$ cat src/rtl/fetch_queue_pkg.sv
// Shared CPU constants used by the fetch path.
//   XLEN      : machine word width (PC and instruction)
//   RESET_PC  : PC fetch starts from after reset
//   FQ_DEPTH  : default number of fetch-queue entries
package fetch_queue_pkg;

  localparam int          XLEN     = 32;
  localparam logic [31:0] RESET_PC = 32'h0000_3000;
  localparam int          FQ_DEPTH = 4;

  // One queued fetch: PC in the upper half, instruction word in the lower half.
  typedef struct packed {
    logic [XLEN-1:0] pc;
    logic [XLEN-1:0] instr;
  } fq_entry_t;

endpackage

$ cat src/rtl/fetch_queue_mem.sv
// fq_mem: storage array for the fetch queue.
//   clk   : clock, write on rising edge
//   we    : write enable
//   waddr : write index
//   wdata : entry written ({pc, instr})
//   raddr : read index
//   rdata : entry at raddr, combinational read
// Contents are not reset; occupancy tracking in the parent decides validity.
module fq_mem #(
  parameter int DEPTH = 4,
  parameter int DW    = 64
) (
  input  logic                     clk,
  input  logic                     we,
  input  logic [$clog2(DEPTH)-1:0] waddr,
  input  logic [DW-1:0]            wdata,
  input  logic [$clog2(DEPTH)-1:0] raddr,
  output logic [DW-1:0]            rdata
);

  logic [DW-1:0] mem [DEPTH];

  always_ff @(posedge clk) begin
    if (we) mem[waddr] <= wdata;
  end

  assign rdata = mem[raddr];

endmodule

$ cat src/rtl/fetch_queue.sv
// fetch_queue: FIFO between instruction fetch and decode.
//   clk, rst          : clock and synchronous active-high reset
//   flush             : drop every queued entry (redirect)
//   in_valid/in_ready : fetch handshake, carries in_pc/in_instr
//   out_valid/out_ready : decode handshake, presents out_pc/out_instr
//   count             : current occupancy, 0..DEPTH
// A full queue refuses pushes even when the head is popped in the same cycle,
// so in_ready never depends on out_ready.
module fetch_queue
  import fetch_queue_pkg::*;
#(
  parameter int DEPTH = FQ_DEPTH,
  parameter int W     = XLEN
) (
  input  logic                     clk,
  input  logic                     rst,
  input  logic                     flush,
  input  logic                     in_valid,
  input  logic [W-1:0]             in_pc,
  input  logic [W-1:0]             in_instr,
  output logic                     in_ready,
  output logic                     out_valid,
  output logic [W-1:0]             out_pc,
  output logic [W-1:0]             out_instr,
  input  logic                     out_ready,
  output logic [$clog2(DEPTH):0]   count
);

  localparam int AW = $clog2(DEPTH);
  localparam int CW = AW + 1;

  logic [AW-1:0] rd_ptr;
  logic [AW-1:0] wr_ptr;
  logic          push;
  logic          pop;
  logic [2*W-1:0] rd_data;

  assign in_ready  = (count < CW'(DEPTH)) && !rst;
  assign out_valid = (count != '0);
  assign push      = in_valid && in_ready && !flush;
  assign pop       = out_valid && out_ready && !flush;

  // DEPTH is a power of two, so the pointers wrap by natural overflow.
  always_ff @(posedge clk) begin
    if (rst || flush) begin
      rd_ptr <= '0;
      wr_ptr <= '0;
      count  <= '0;
    end else begin
      if (push) wr_ptr <= wr_ptr + AW'(1);
      if (pop)  rd_ptr <= rd_ptr + AW'(1);
      case ({push, pop})
        2'b10:   count <= count + CW'(1);
        2'b01:   count <= count - CW'(1);
        default: count <= count;
      endcase
    end
  end

  fq_mem #(
    .DEPTH (DEPTH),
    .DW    (2*W)
  ) u_mem (
    .clk   (clk),
    .we    (push),
    .waddr (wr_ptr),
    .wdata ({in_pc, in_instr}),
    .raddr (rd_ptr),
    .rdata (rd_data)
  );

  assign out_pc    = rd_data[2*W-1:W];
  assign out_instr = rd_data[W-1:0];

endmodule

$ cat config.mk
export PLATFORM = sky130hd
export DESIGN_NAME = fetch_queue
export DESIGN_NICKNAME = d
export VERILOG_FILES = /design/src/rtl/fetch_queue_pkg.sv /design/src/rtl/fetch_queue_mem.sv /design/src/rtl/fetch_queue.sv
export SDC_FILE = /design/constraint.sdc
export NUM_CORES = 1
export LEC_CHECK = 0
export ABC_AREA = 1
export CAP_MARGIN = 20
export CORE_UTILIZATION = 35
export DETAILED_ROUTE_END_ITERATION = 10
export PLACE_DENSITY = 0.64
export SYNTH_ARGS = -nofsm -noshare
export SYNTH_HDL_FRONTEND = slang
export SYNTH_HIERARCHICAL = 1
export SYNTH_SLANG_ARGS = --single-unit
$ cat constraint.sdc
create_clock -name clk -period 7.3 [get_ports clk]
set_input_delay 0.73 -clock clk [delete_from_list [all_inputs] [get_ports clk]]
set_output_delay 0.73 -clock clk [all_outputs]
set_load 0.005 [all_outputs]
; ---- Word level (Yosys, flattened, before mapping)
; Memories as Yosys holds them, arrays and structs flattened. A register that Yosys moved wholly into a read port is not among the register bits.
; Cells that the tools add are included.
[totals]
elab_cells = 26
input_bits = 69
mem_count = 1
reg_bits = 7
output_inout_bits = 69
mem_bits_rw = 256
[classes]
n_mux = 5
n_reduce_logical = 10
n_addsub = 4
n_eq_ne = 2
order_cmp = 1
[mem_list]
columns = memory, depth, width, rd, rd_ports_with_merged_regs, wr, line_no
row1 = u_mem.mem, 4, 64, 1, 1, 1, fetch_queue_mem.sv:21  ; logic [DW-1:0] mem [DEPTH];
[op_table]
columns = op, n
row1 = case mux 3 bit (2 select lines), 1
row2 = logical AND 1 bit, 5
row3 = "adder 2 x 1 -> 2 bit, second input constant", 2
row4 = two-way mux 2 bit, 2
row5 = "adder 3 x 1 -> 3 bit, second input constant", 1
row6 = "less-than comparator 3 bit, second input constant", 1
row7 = nonzero test 3 bit, 1
row8 = "subtractor 3 x 1 -> 3 bit, second input constant", 1
row9 = "== test 2 x 1 -> 1 bit, second input constant", 1
row10 = "== test 2 bit, second input constant", 1
row11 = logical NOT 1 bit, 2
row12 = two-way mux 1 bit, 2
row13 = nonzero test 2 bit, 1
row14 = logical OR 1 bit, 1

; ---- Longest topological paths before layout
; Gate-level depths: netlist of run 1.
[logic_depth]
word_depth = 6
ltp_mapped = 13
depth_no_buf = 13

; ---- By module
; Netlist of run 1, hierarchy kept.
[modules_own_cells]
columns = module, instances, cells_each, seq_area_each_um2, area_each_um2
row1 = fq_mem, 1, 1010, 7687.4, 10761.6
row2 = fetch_queue, 1, 58, 140.1, 434.2

; ---- Worst setup path before layout of run 1
; OpenSTA, ideal clock, no wires.
[synth_path]
path_kind = input port to flip-flop
from = input port rst
to = memory u_mem.mem[1][0] (enable)
path_buffers = 0
arrival_ps = 5414
setup_time_ps = 565
setup_slack_ps = 1321
t_required_ps = 6735
cell_stages = 5
path_cell_list = nor2_4 -> inv_2 -> nor2_8 -> inv_1 -> nor3_1
[synth_via]
elab_chain_cells = 6
[synth_lines]
columns = item, line_no
row1 = "start, declared", fetch_queue.sv:16  ; input logic rst,
row2 = logical NOT 1 bit, fetch_queue.sv:38  ; assign in_ready = (count < CW'(DEPTH)) && !rst;
row3 = logical AND 1 bit, fetch_queue.sv:38
row4 = logical AND 1 bit (2 in a row), fetch_queue.sv:40  ; assign push = in_valid && in_ready && !flush;
row5 = net push, fetch_queue.sv:34  ; logic push;
row6 = two-way mux 1 bit, fetch_queue_mem.sv:24  ; if (we) mem[waddr] <= wdata;
row7 = two-way mux 1 bit (implied by the code), fetch_queue_mem.sv:24
row8 = "end, declared", fetch_queue_mem.sv:21
; The timed path passes the listed nets, and every way through them passes these cells.

==> qor.yml, run 1 <==
run_status:
  status: "completed"
yosys:
  synthSimpleGateAreaFrac: 0.182
  muxShareOfSynthArea: 0
  synth.avg_cell_area_um2: 10.5
  yosysUniqueCellTypes: 25
  synth-compound-area-share: 0.00302
  synth_top_family_by_area: "simple AND/OR/NAND/NOR gates"
  synth_seq_cells: 263
  syn_inst: 1068
  synth_fa_ha_area_frac: 0.00291
  yosysWarnings: 6
  synth-xor-area-share: 0.000782
  synth.cell_area_um2: 11200
  yosysSeqAreaShare: 0.699
  syn-num-nets: 1139
sta:
  slew_viol_final: 0
  fin_tns_setup_ns: 0
  hold_viol_final: 0
  max_freq_mhz: 250
  fin_crit_ns: 3.99
  clock_skew_ns: 0.0107
  timing.slew.headroom: 0.313
  finalSetupViolCount: 0
  fin_crit_sh: 0.547
  rsz0062_at_grt: "false"
  tightest_slew_ns: 1.03
cts:
  htreeDepth: 1
  cts_tree: "yes"
  insertion_delay_ns: 0.53
  cts.clk_slew.worst_paths_ns: 0.06
  cts_root_buf: "clkbuf_16"
  clk_path_buf_depth: 3
  postCtsHoldBufs: 0
  cts_buffers: 28
  post_cts_resize_count: 0
  clkSinkCount: 263
  cts_setup_buffers: 0
power:
  power_density_nw_per_um2: 240
  p_leak_uw: 0.00602
  ir_drop_mv: 0.163
placed_design:
  post-dp-hpwl_um: 12700
  io_buffer_count: 137
  gp_congestion: 0.720
final_layout:
  register_area_um2: 7840
  final_util: 0.443
  multi_input_area_um2: 2130
  antenna_cells: 0
  area_delta_synth_final_pct: 24.5
  fill_cells: 2866
  fin_nets: 1273
  drive_above_1_share: 0.0613
global_routing:
  grt_max_degree: 69
  antenna_found_initial: 0
  grt_pass1_wl_um: 36800
  grt_overflow: 0
  grt_pass1_vias: 7078
  grt_usage: 0.141
critical_path:
  cp_max_fo: 68
  cp.required_ns: 6.57
  critical_path_class: "flip-flop to output pin"
  worst-r2r-setup-slack_ns: 5.02
  critPathCaptureType: "output pin"
  arrival_ns: 3.26
  start_kind: "flip-flop"
run:
  drv_cap: 0
floorplan:
  start_util: 0.356
  fp.dieArea_um2: 32700
  core_um2: 31500
  die_w_um: 181
  ios: 138
  dieHeight_um: 181
  rows: 65
route:
  ant_nets: 0
  first_iter_violations: 337
  route.detailed.drc: 0
  vias_per_cell: 4.37
  firstDrtPassIters: 5
  routed_wl_um: 22800
  wl_per_cell_um: 14.0
  dr_total_vias: 7096
min_path:
  hp-class: "flip-flop to flip-flop"
through the flow:
step	area (um^2)	total power (uW)	cells	hold slack, ns	worst slack (ns)
final	13900	3340	1625	0.522	3.31
after global routing	13900	3450	1625	0.601	3.03
after CTS	13900	3380	1625	0.525	3.25
after detailed placement	12900	1840	1574	0.510	3.83
after global placement	12900	1840	1574	0.502	3.85
after floorplan	11200	1750	1068	0.480	1.32
critical path, stage by stage (launching register included):
cell	delay [ns]
dfxtp_4	0.84
inv_4	0.46
buf_4	0.49
nand2_1	0.14
nand3_1	0.10
nand2_1	0.14
clkdlybuf4s50_1	0.52
cell families after synthesis:
| kind of cell | after synthesis |
|---|---|
| flops | 263 |
| xor+xnor | 1 |
| compound gates | 6 |
| simple gates | 482 |
| buf+inv | 314 |
| fa+ha+maj | 2 |
state kept, by name, summed over array words and instances (netlist names):
| register | flops |
|---|---|
| rd_ptr | 2 |
| wr_ptr | 2 |
| u_mem/mem | 256 |
| count | 3 |
metal layers:
layer  share of wire  vias up  track usage
li1                -     3596            -
met1            0.45     3287        0.182
met2            0.48      176        0.244
met3           0.048       37       0.0254
met4           0.024        0       0.0383
met5               0        -            0
cells in the mapped netlist, drive strengths merged:
cell type / instances / area [um^2]
nand2: 334 / 1270
inv: 273 / 1020
edfxtp: 256 / 7690
nand3: 132 / 666
buf: 37 / 218
nor2: 11 / 70.1
dfxtp: 7 / 140
a21oi: 4 / 23.8
clkbuf: 4 / 15.0
nor3: 4 / 20.0
o21ai: 2 / 10.0
fa: 1 / 20.0
ha: 1 / 12.5
nand4: 1 / 6.26
xor2: 1 / 8.76
cells in the final DEF, fill, tap and decap left out, drive strengths merged, types with 2 or more instances in the layout:
cell type	count
nand3	132
o21ai	2
bufinv	7
dfxtp	7
clkbuf	30
nand2	334
a21oi	4
edfxtp	256
buf	8
nor3	4
nor2	11
inv	274
clkdlybuf4s50	137
clkinv	12
final timing paths:
| kind | startpoint | endpoint | depth (start not counted) |
|---|---|---|---|
| max | rd_ptr[0] | out_instr[1] | 6 |
| min | count[0] | count[0] | 1 |
| max reg2reg | rd_ptr[0] | rd_ptr[1] | 6 |
| min reg2reg | count[0] | count[0] | 1 |
power breakdown:
group	switching [uW]	leakage [uW]	total, uW	internal [uW]
clock	570	0.000501	1540	967
sequential	4.88	0.00237	1670	1670
combinational	62.0	0.00314	131	68.8
cell type report:
type                       count  share of cell area
multi-input combinational    491               0.153
clock buffer                  30              0.0523
sequential                   263               0.562
tap                          402              0.0361
timing repair buffer         145               0.103
clock inverter                21              0.0204
inverter                     273              0.0737
Power figures use the tool's default switching activity.
==> inputs of run 2 (changes only) <==
Settings changed: PLACE_DENSITY 0.64 to 0.66.
Clock period 7.3 ns to 3.3 ns, I/O delays scaled along.
==> qor.yml, run 2 (synthesis gave the netlist of run 1 again) <==
run_status:
  status: "completed"
cts:
  htreeDepth: 1  # unchanged
  postCtsHoldBufs: 0  # unchanged
  cts.clk_slew.worst_paths_ns: 0.06  # about the same
  clk_path_buf_depth: 3  # unchanged
  post_cts_resize_count: 0  # unchanged
  clkSinkCount: 263  # unchanged
  cts_buffers: 27  # -3.6%
  cts_setup_buffers: 0  # unchanged
  insertion_delay_ns: 0.52  # about the same
  cts_root_buf: "clkbuf_16"
  cts_tree: "yes"
power:
  p_leak_uw: 0.00599  # -0.39%
  ir_drop_mv: 0.459  # +180%
  power_density_nw_per_um2: 504  # +110%
critical_path:
  cp_cell_sequence: "buf_4 -> nand3_1 -> nand2_1 -> clkdlybuf4s50_1"
  arrival_ns: 2.39  # -0.87 ns
  start_kind: "flip-flop"
  cp_max_fo: 39  # -43%
  critical_path_class: "flip-flop to output pin"
  cpPeakStageDelay_ns: 0.69  # -0.15 ns
  cp.required_ns: 2.97  # -3.60 ns
  cp_slowest_cell: "dfxtp_4"
  critPathCaptureType: "output pin"
final_layout:
  antenna_cells: 0  # unchanged
  largest_reg_flops: 256  # unchanged
  top_register: "u_mem/mem"
  fin_nets: 1278  # +0.39%
  area_delta_synth_final_pct: 24.1
  final_common_cell: "nand2_1"
  top_regs: "u_mem/mem x256, count x3"
  final_util: 0.442  # -0.00143
  layout_common_cells: "nand2_1 (330), inv_1 (268), edfxtp_1 (256), clkdlybuf4s50_1 (137), nand3_1 (131)"
  drive_above_1_share: 0.0596  # -0.00173
min_path:
  hp-class: "input pin to flip-flop"
floorplan:
  start_util: 0.356  # unchanged
  rows: 65  # unchanged
  die_w_um: 181  # unchanged
  dieHeight_um: 181  # unchanged
  ios: 138  # unchanged
  core_um2: 31500  # unchanged
  fp.dieArea_um2: 32700  # unchanged
sta:
  max_freq_mhz: 367
  tightest_slew_ns: 0.582  # -0.450 ns
  fin_crit_sh: 0.825
  finalSetupViolCount: 0  # unchanged
  fin_tns_setup_ns: 0  # unchanged
  slew_viol_final: 0  # unchanged
  timing.slew.headroom: 0.612  # +0.300
  clock_skew_ns: 0.0134  # +0.00268 ns
  worst_slack_ns: 0.576  # -2.73 ns
  hold_viol_final: 0  # unchanged
  fin_crit_ns: 2.72
  rsz0062_at_grt: "false"
route:
  route.detailed.drc: 0  # unchanged
  routed_wl_um: 23100  # +1.1%
  ant_nets: 0  # unchanged
  dr_total_vias: 7183  # +1.2%
  first_iter_violations: 386  # +15%
  vias_per_cell: 4.41  # +1.1%
  firstDrtPassIters: 4  # -1
  wl_per_cell_um: 14.2  # +0.93%
global_routing:
  grt_pass1_wl_um: 36600  # -0.36%
  grt_usage: 0.141  # -0.000146
  grt_overflow: 0  # unchanged
  grt_max_degree: 131  # +90%
  antenna_found_initial: 1  # +1
  grt_pass1_vias: 7060  # -0.25%
run:
  drv_cap: 0  # unchanged
placed_design:
  gp_congestion: 0.730  # +1.3%
  dpl_worst_slack_ns: 0.914  # -2.92 ns
  io_buffer_count: 137  # unchanged
  post-dp-hpwl_um: 13700  # +8.2%
run 2: worst paths after layout:
path                start          endpoint  slack, ns  cells after the start
max reg2reg      count[2]  u_mem/mem[2][28]       1.41                      6
min reg2reg      count[0]          count[0]       0.52                      1
max             rd_ptr[1]         out_pc[6]       0.58                      4
min          in_instr[22]  u_mem/mem[0][22]       0.44                      1
run 2: power by group:
group	switching, uW	internal (uW)	leakage, uW
combinational	143	154	0.00319
sequential	7.80	3690	0.00237
clock	1200	1800	0.000428
total	1350	5650	0.00599
run 2: routing by layer:
metal | GRT usage | share of wire | vias to the layer above
met5 | 0 | 0 | -
met4 | 0.0369 | 0.023 | 0
met3 | 0.0256 | 0.045 | 40
met2 | 0.249 | 0.48 | 172
met1 | 0.177 | 0.45 | 3361
li1 | - | - | 3610
run 2: cell type report:
class	instances	area, um^2
clock buffers	30	687
clock inverters	17	186
fillers	2881	17600
inverters	273	1030
multi-input cells	491	2160
flip-flops and latches	263	7840
well taps	402	503
repair buffers	151	1500
run 2: critical path: cells and delay by family, from the launching register on:
| kind | cells | cell delay [ns] |
|---|---|---|
| buf+inv | 2 | 0.94 |
| flops | 1 | 0.69 |
| simple gates | 2 | 0.21 |
run 2: per-stage QoR:
| stage | power [uW] | hold slack, ns | std cells | instance area (um^2) |
|---|---|---|---|---|
| after floorplan | 3860 | 0.429 | 1068 | 11200 |
| after global placement | 4060 | 0.507 | 1580 | 13000 |
| after detailed placement | 4070 | 0.507 | 1580 | 13000 |
| after CTS | 7100 | 0.414 | 1627 | 13900 |
| after global routing | 7250 | 0.419 | 1627 | 13900 |
| final | 7000 | 0.438 | 1627 | 13900 |
